[src/rtl/iiitb_bm_scheduler.sv]
// Two-requester round-robin front end for a shared multi-cycle Booth multiplier.
// Grants one operand pair, pulses the multiplier load, waits LAT cycles, then holds the product until consumed.
module iiitb_bm_scheduler #(
    parameter int LAT = 4
) (
    input  logic       clk,
    input  logic       reset,
    input  logic       req0_valid,
    input  logic [3:0] req0_m,
    input  logic [3:0] req0_q,
    output logic       req0_ready,
    input  logic       req1_valid,
    input  logic [3:0] req1_m,
    input  logic [3:0] req1_q,
    output logic       req1_ready,
    output logic       mul_load,
    output logic [3:0] mul_m,
    output logic [3:0] mul_q,
    input  logic [7:0] mul_p,
    output logic       rsp_valid,
    output logic       rsp_id,
    output logic [7:0] rsp_p,
    input  logic       rsp_ready,
    output logic [1:0] o_dbg_state
);

    // Handshakes: a transfer happens on a rising edge where valid and ready are both high.
    // reqN_ready is combinational and only ever high in IDLE; rsp_valid is high exactly in DONE.
    typedef enum logic [1:0] {
        IDLE = 2'd0,
        LOAD = 2'd1,
        RUN  = 2'd2,
        DONE = 2'd3
    } state_t;

    localparam logic [2:0] LAT3 = 3'(LAT);

    state_t     r_state;
    logic       r_ptr;
    logic [2:0] r_cnt;
    logic       r_id;
    logic       r_mul_load;
    logic [3:0] r_mul_m;
    logic [3:0] r_mul_q;
    logic       r_rsp_valid;
    logic [7:0] r_rsp_p;

    logic       w_idle;
    logic       w_any;
    logic       w_grant1;

    assign w_idle   = (r_state == IDLE) && !reset;
    assign w_any    = req0_valid || req1_valid;
    // Requester 1 wins when it is alone or when both ask and the pointer favours it.
    assign w_grant1 = req1_valid && (!req0_valid || r_ptr);

    assign req0_ready  = w_idle && req0_valid && !w_grant1;
    assign req1_ready  = w_idle && w_grant1;

    assign mul_load    = r_mul_load;
    assign mul_m       = r_mul_m;
    assign mul_q       = r_mul_q;
    assign rsp_valid   = r_rsp_valid;
    assign rsp_id      = r_id;
    assign rsp_p       = r_rsp_p;
    assign o_dbg_state = r_state;

    always_ff @(posedge clk or posedge reset) begin
        if (reset) begin
            r_state     <= IDLE;
            r_ptr       <= 1'b0;
            r_cnt       <= 3'd0;
            r_id        <= 1'b0;
            r_mul_load  <= 1'b0;
            r_mul_m     <= 4'd0;
            r_mul_q     <= 4'd0;
            r_rsp_valid <= 1'b0;
            r_rsp_p     <= 8'd0;
        end else begin
            case (r_state)
                IDLE: begin
                    if (w_any) begin
                        r_id       <= w_grant1;
                        r_mul_m    <= w_grant1 ? req1_m : req0_m;
                        r_mul_q    <= w_grant1 ? req1_q : req0_q;
                        r_mul_load <= 1'b1;
                        r_state    <= LOAD;
                    end
                end
                LOAD: begin
                    r_mul_load <= 1'b0;
                    r_cnt      <= LAT3;
                    r_state    <= RUN;
                end
                RUN: begin
                    // Counter reaching 1 marks the last RUN cycle: the product is valid now.
                    if (r_cnt == 3'd1) begin
                        r_cnt       <= 3'd0;
                        r_rsp_p     <= mul_p;
                        r_rsp_valid <= 1'b1;
                        r_state     <= DONE;
                    end else begin
                        r_cnt <= r_cnt - 3'd1;
                    end
                end
                DONE: begin
                    if (rsp_ready) begin
                        r_rsp_valid <= 1'b0;
                        r_ptr       <= ~r_id;
                        r_state     <= IDLE;
                    end
                end
                default: r_state <= IDLE;
            endcase
        end
    end

endmodule

[config.mk]
export PLATFORM = sky130hd
export DESIGN_NAME = iiitb_bm_scheduler
export DESIGN_NICKNAME = d
export VERILOG_FILES = /design/src/rtl/iiitb_bm_scheduler.sv
export SDC_FILE = /design/constraint.sdc
export NUM_CORES = 1
export LEC_CHECK = 0
export ABC_AREA = 1
export CELL_PAD_IN_SITES_DETAIL_PLACEMENT = 0
export CELL_PAD_IN_SITES_GLOBAL_PLACEMENT = 1
export CORE_UTILIZATION = 32
export DETAILED_ROUTE_END_ITERATION = 7
export GPL_TIMING_DRIVEN = 0
export PLACE_DENSITY = 0.93
export RECOVER_POWER = 25
export SYNTH_ARGS = -nofsm -noshare
export SYNTH_HDL_FRONTEND = slang
export SYNTH_SLANG_ARGS = --single-unit
export TNS_END_PERCENT = 50
[constraint.sdc]
create_clock -name clk -period 3.2 [get_ports clk]
set_clock_uncertainty 0.2 [all_clocks]
set_input_delay 0.48 -clock clk [delete_from_list [all_inputs] [get_ports clk]]
set_output_delay 0.48 -clock clk [all_outputs]
set_load 0.01 [all_outputs]
==> results of run 1 <==
[power by group]
part | switching [mW] | total, mW | internal [mW]
Sequential | 0.0915 | 0.559 | 0.468
Clock | 0.0985 | 0.187 | 0.0890
Combinational | 0.422 | 0.841 | 0.419
[routing by layer]
layer  vias to the layer above  GRT usage  part of all wire  wire, µm
met5                         -          0                 0         0
met4                         0     0.0479            0.0049        14
met3                         2     0.0276             0.064       185
met2                        39      0.244              0.45      1290
met1                       526      0.191              0.48      1390
li1                        631          -                 -         -
[layout make-up]
cell class              instances  area, µm²  share of cell area
plain buffers                   1       7.51             0.00388
repair buffers                 51        510               0.264
well taps                      48       60.1              0.0311
clock buffers                   4       45.0              0.0233
multi-input cells             112        561               0.290
inverters                      32        124              0.0641
flip-flops and latches         25        626               0.324
[kinds of logic after synthesis]
| family | count (synthesis) | share of synthesized area |
|---|---|---|
| AND/OR/NAND/NOR | 98 | 0.319 |
| buffers and inverters | 33 | 0.0971 |
| flip-flops | 25 | 0.476 |
| AO/OA/AOI/OAI | 7 | 0.0410 |
| adder cells (fa/ha/maj) | 7 | 0.0667 |
[critical path, delay by kind of cell]
kind	cells	cell delay, ns
buf+inv	4	1.55
simple gates	1	0.28
[cell usage in the layout (no fill, tap or decap), drive strengths merged, types with 3 or more instances in the layout]
master         count
nor2               3
o21ai              4
ha                 7
clkbuf             4
dfrtp             25
nand3             19
nand4              4
nand2             72
inv               31
clkdlybuf4s50     51
[how the worst max path moves through the flow]
stage	endpoint	slack, ns	depth (start not counted)
2_1_floorplan	req0_ready	1.22	3
3_3_place_gp	req0_ready	-0.002	5
3_5_place_dp	req0_ready	-0.007	5
4_1_cts	req0_ready	0.13	5
5_1_grt	req0_ready	0.02	5
6_report	req0_ready	0.21	5
[state kept, by name (all words and copies together) (netlist names)]
signal / cells
mul_load: 1
mul_m: 4
mul_q: 4
o_dbg_state: 2
r_cnt: 3
r_ptr: 1
rsp_id: 1
rsp_p: 8
rsp_valid: 1
[what timing repair did]
| action | CTS | global route |
|---|---|---|
| endpoints found under the hold margin | 0 | 0 |
| gates resized for setup | 1 | 0 |
| endpoints found under the setup margin | 1 | 0 |
[metrics by stage]
stage               power, mW  cell area (µm²)  setup slack, ns  hold slack [ns]
floorplan                1.02             1310             1.22            0.248
CTS                      1.61             1930            0.126            0.281
detailed placement       1.42             1880         -0.00691            0.259
global route             1.74             1930           0.0205            0.300
global placement         1.40             1880         -0.00156            0.253
finish                   1.59             1930            0.211            0.277
==> flow_summary.yaml, run 1 <==
critical_path:
  required_ns: 2.52
  r2r_slack_ns: 1.53
  crit_path_top_delay_cell: "clkdlybuf4s50_1"
  critPathKind: "in -> out"
  crit_fanout: 26
  crit_start: "reset"
  end_kind: "output port"
  crit_top_cell: "clkdlybuf4s50_1"
  worstPathCellList: "clkdlybuf4s50_1 > clkinvlp_4 > nand4_1 > inv_1 > clkdlybuf4s50_1"
  r2r-start: "o_dbg_state[0]$_DFFE_PP0P_"
  max_stage_delay_ns: 0.52
  cp-start-kind: "primary input"
  arrival_ns: 2.31
  reg2regPathDepth: 7
  r2r-end: "rsp_p[3]$_DFFE_PP0P_"
grt:
  track_usage: 0.147
  grt_pass1_vias: 1118
  overflow: 0
  grt_antenna_before_repair: 0
  grt_max_degree: 27
  grt_pass1_wl_mm: 4.97
hold_path:
  hp-start: "rsp_p[1]$_DFFE_PP0P_"
  holdPathStages: 2
  hp-class: "reg -> reg"
  min_to: "rsp_p[1]$_DFFE_PP0P_"
synthesis:
  ys_seq_area_frac: 0.476
  synth_top_area_share: 0.476
  ys.flop_type: "dfrtp_1"
  synth-edff-count: 0
  synthCells: 170
  synth_seq_cells: 25
  yosysTopAreaCell: "dfrtp_1"
  postSynth.asyncResetShare: 1.00
  synth_most_common_cell: "nand2_1"
  syn_area_per_cell_um2: 7.73
  yosysWarnings: 0
  synth_commonest_cells: "nand2_1, inv_1, dfrtp_1"
  ys_types: 18
  ys_top_cells_by_area: "dfrtp_1, nand2_1, inv_1"
  synth_nets: 206
  synth_area_mm2: 0.00131
clock_network:
  h-tree-depth: 1
  clk_latency_ns: 0.26
  cts_setup_buffers: 0
  clkTransAtPathRegs_ns: 0.08
  clockBufferDepth: 2
  postCtsHoldBufs: 0
  cts_tree: "done"
  cts.sinks: 25
  cts_made_buffers: 3
  clock-root-buffer: "clkbuf_8"
routing:
  antenna_left: 0
  drt-vias-per-instance: 4.39
  remaining_drc_errors: 0
  first_pass_iters: 4
  drt_wl_total_mm: 2.88
  vias: 1198
  wl_per_cell_um: 10.5
  drt_iter0_drc: 29
cells_and_area:
  layout.nets: 262
  area_growth_pct: 47.1
  fillers: 399
  diodes: 0
  drive_gt1_frac: 0.0578
  fin_cells: 273
  final_util: 0.509
timing:
  fin_crit_ns: 2.99
  rsz0062_at_grt: "false"
  max_slew.worst_pin.slew_ns: 0.565
  maxSlewViolCount: 0
  slew_headroom: 0.622
  hold_viol: 0
  fin_crit_sh: 0.934
  setup_viol: 0
  setup_tns_ns: 0
  max_freq_mhz: 335
floorplan:
  core_area_mm2: 0.00380
  die_x_um: 66.1
  initial_utilization: 0.346
  num_io_pins: 52
  row_count: 22
  dieArea_mm2: 0.00437
  die_height_um: 66.1
placement:
  io_buffers: 51
  place.gp.congestion: 0.699
  hpwl_mm: 2.17
  dpl.cell_count: 269
status:
  status: "finished clean"
job:
  drv_cap: 0
pwr:
  leakage_nw: 0.994
  peakVddDrop_mv: 0.399
  p_per_area_mw_per_mm2: 821
(Power assumes the default switching activity.)
==> inputs of run 2 (changes only) <==
- GPL_ROUTABILITY_DRIVEN: unset -> 0
- PLACE_DENSITY: 0.93 -> unset
- PLACE_DENSITY_LB_ADDON: unset -> 0.1
==> flow_summary.yaml, run 2 (synthesized netlist as in run 1, its figures left out) <==
cells_and_area:
  layout_common_cells: "nand2_1, clkdlybuf4s50_1, inv_1, dfrtp_1, nand3_1"
  fin_cells: 274
  area_growth_pct: 47.8
  drive_gt1_frac: 0.0664
  diodes: 0
  layout.nets: 263
  largest_reg_flops: 8
  layout_commonest_cell: "nand2_1"
placement:
  io_buffers: 51
  dpl.cell_count: 269
  hpwl_mm: 2.33
  dp_slack_ns: -0.0102
pwr:
  comb_power_share: 0.528
  pwr-share-clk: 0.125
  power_mw: 1.61
  peakVddDrop_mv: 0.346
  leakage_nw: 0.993
  p_int_mw: 0.975
  pwr-share-seq: 0.348
  p_per_area_mw_per_mm2: 830
  switchingPower_mw: 0.637
  switching_share: 0.395
floorplan:
  dieArea_mm2: 0.00437
  row_count: 22
  initial_utilization: 0.346
  die_x_um: 66.1
  die_height_um: 66.1
  core_area_mm2: 0.00380
  num_io_pins: 52
timing:
  max_slew.worst_pin.slew_ns: 0.618
  slew_headroom: 0.586
  max_freq_mhz: 349
  setup_tns_ns: 0
  hold_viol: 0
  setup_viol: 0
  fin_crit_sh: 0.895
  maxSlewViolCount: 0
  fin_hold_ws_ns: 0.284
  rsz0062_at_grt: "false"
  setup_ws_ns: 0.335
  fin_crit_ns: 2.86
grt:
  grt_pass1_wl_mm: 5.21
  grt_antenna_before_repair: 0
  grt_pass1_vias: 1164
  grt_max_degree: 27
  overflow: 0
  track_usage: 0.159
routing:
  remaining_drc_errors: 0
  first_pass_iters: 4
  wl_per_cell_um: 11.9
  antenna_left: 0
  vias: 1247
  drt_iter0_drc: 57
  drt_wl_total_mm: 3.27
  drt-vias-per-instance: 4.55
critical_path:
  crit_fanout: 13
  critPathKind: "in -> out"
  required_ns: 2.52
  end_kind: "output port"
  cp-start-kind: "primary input"
  arrival_ns: 2.18
clock_network:
  cts_tree: "done"
  h-tree-depth: 1
  postCtsHoldBufs: 0
  clockBufferDepth: 2
  clkTransAtPathRegs_ns: 0.10
  cts_made_buffers: 3
  cts.sinks: 25
  clk_latency_ns: 0.28
  cts_setup_buffers: 0
  clock-root-buffer: "clkbuf_8"
status:
  status: "finished clean"
hold_path:
  hp-class: "reg -> reg"
job:
  drv_cap: 0
run 2: cell count changes in the layout (fill, tap and decap cells not counted):
cell             previous run  this run
clkbuf_1                    1         0
clkdlybuf4s50_1            51        50
clkinvlp_2                  0         1
clkinvlp_4                  1         2
dlygate4sd3_1               0         1
run 2: timing repair:
item,in CTS,in global routing
setup endpoints to repair,1,1
resized for setup,1,0
hold endpoints to repair,0,0
gates cloned,0,1
pin swaps,0,0
run 2: final timing paths:
path / startpoint / to / slack (ns) / cells past startpoint
max: reset / req0_ready / 0.34 / 5
min: rsp_p[0]$_DFFE_PP0P_ / rsp_p[0]$_DFFE_PP0P_ / 0.28 / 2
max reg2reg: o_dbg_state[0]$_DFFE_PP0P_ / rsp_p[2]$_DFFE_PP0P_ / 1.51 / 7
min reg2reg: rsp_p[0]$_DFFE_PP0P_ / rsp_p[0]$_DFFE_PP0P_ / 0.28 / 2
max in group asynchronous: reset / o_dbg_state[0]$_DFFE_PP0P_ / 1.88 / 2
min in group asynchronous: reset / rsp_p[1]$_DFFE_PP0P_ / 0.50 / 2
run 2: area by class of cell:
cell class              count  area, µm²
plain buffers               1       7.51
clock buffers               3       41.3
clock inverters             1       7.51
fillers                   360       1860
inverters                  32        124
multi-input cells         112        561
flip-flops and latches     25        626
well taps                  48       60.1
repair buffers             51        510
repair inverters            1       5.00
run 2: power groups by stage:
stage	registers [mW]	clock network, mW	logic (mW)
floorplan	0.617	0	0.401
global placement	0.560	0	0.840
detailed placement	0.568	0	0.855
CTS	0.563	0.209	0.863
global route	0.584	0.219	0.951
finish	0.561	0.201	0.851
run 2: critical path, cell delays in order:
cell and delay (ns):
dlygate4sd3_1 0.65, clkinvlp_4 0.33, nand4_1 0.20, inv_1 0.05, clkdlybuf4s50_1 0.47
run 2: metal layers:
layer  vias to the layer above  GRT usage  routed length, µm
met2                        48      0.269               1620
met4                         0     0.0798                 78
met1                       559      0.189               1370
met3                         7     0.0310                192
met5                         -          0                  0
li1                        633          -                  -
run 2: stage by stage:
stage | area, µm² | utilization
4_1_cts | 1940 | 0.510
3_3_place_gp | 1880 | 0.496
6_report | 1940 | 0.511
2_1_floorplan | 1310 | -
5_1_grt | 1940 | 0.511
3_5_place_dp | 1880 | 0.496
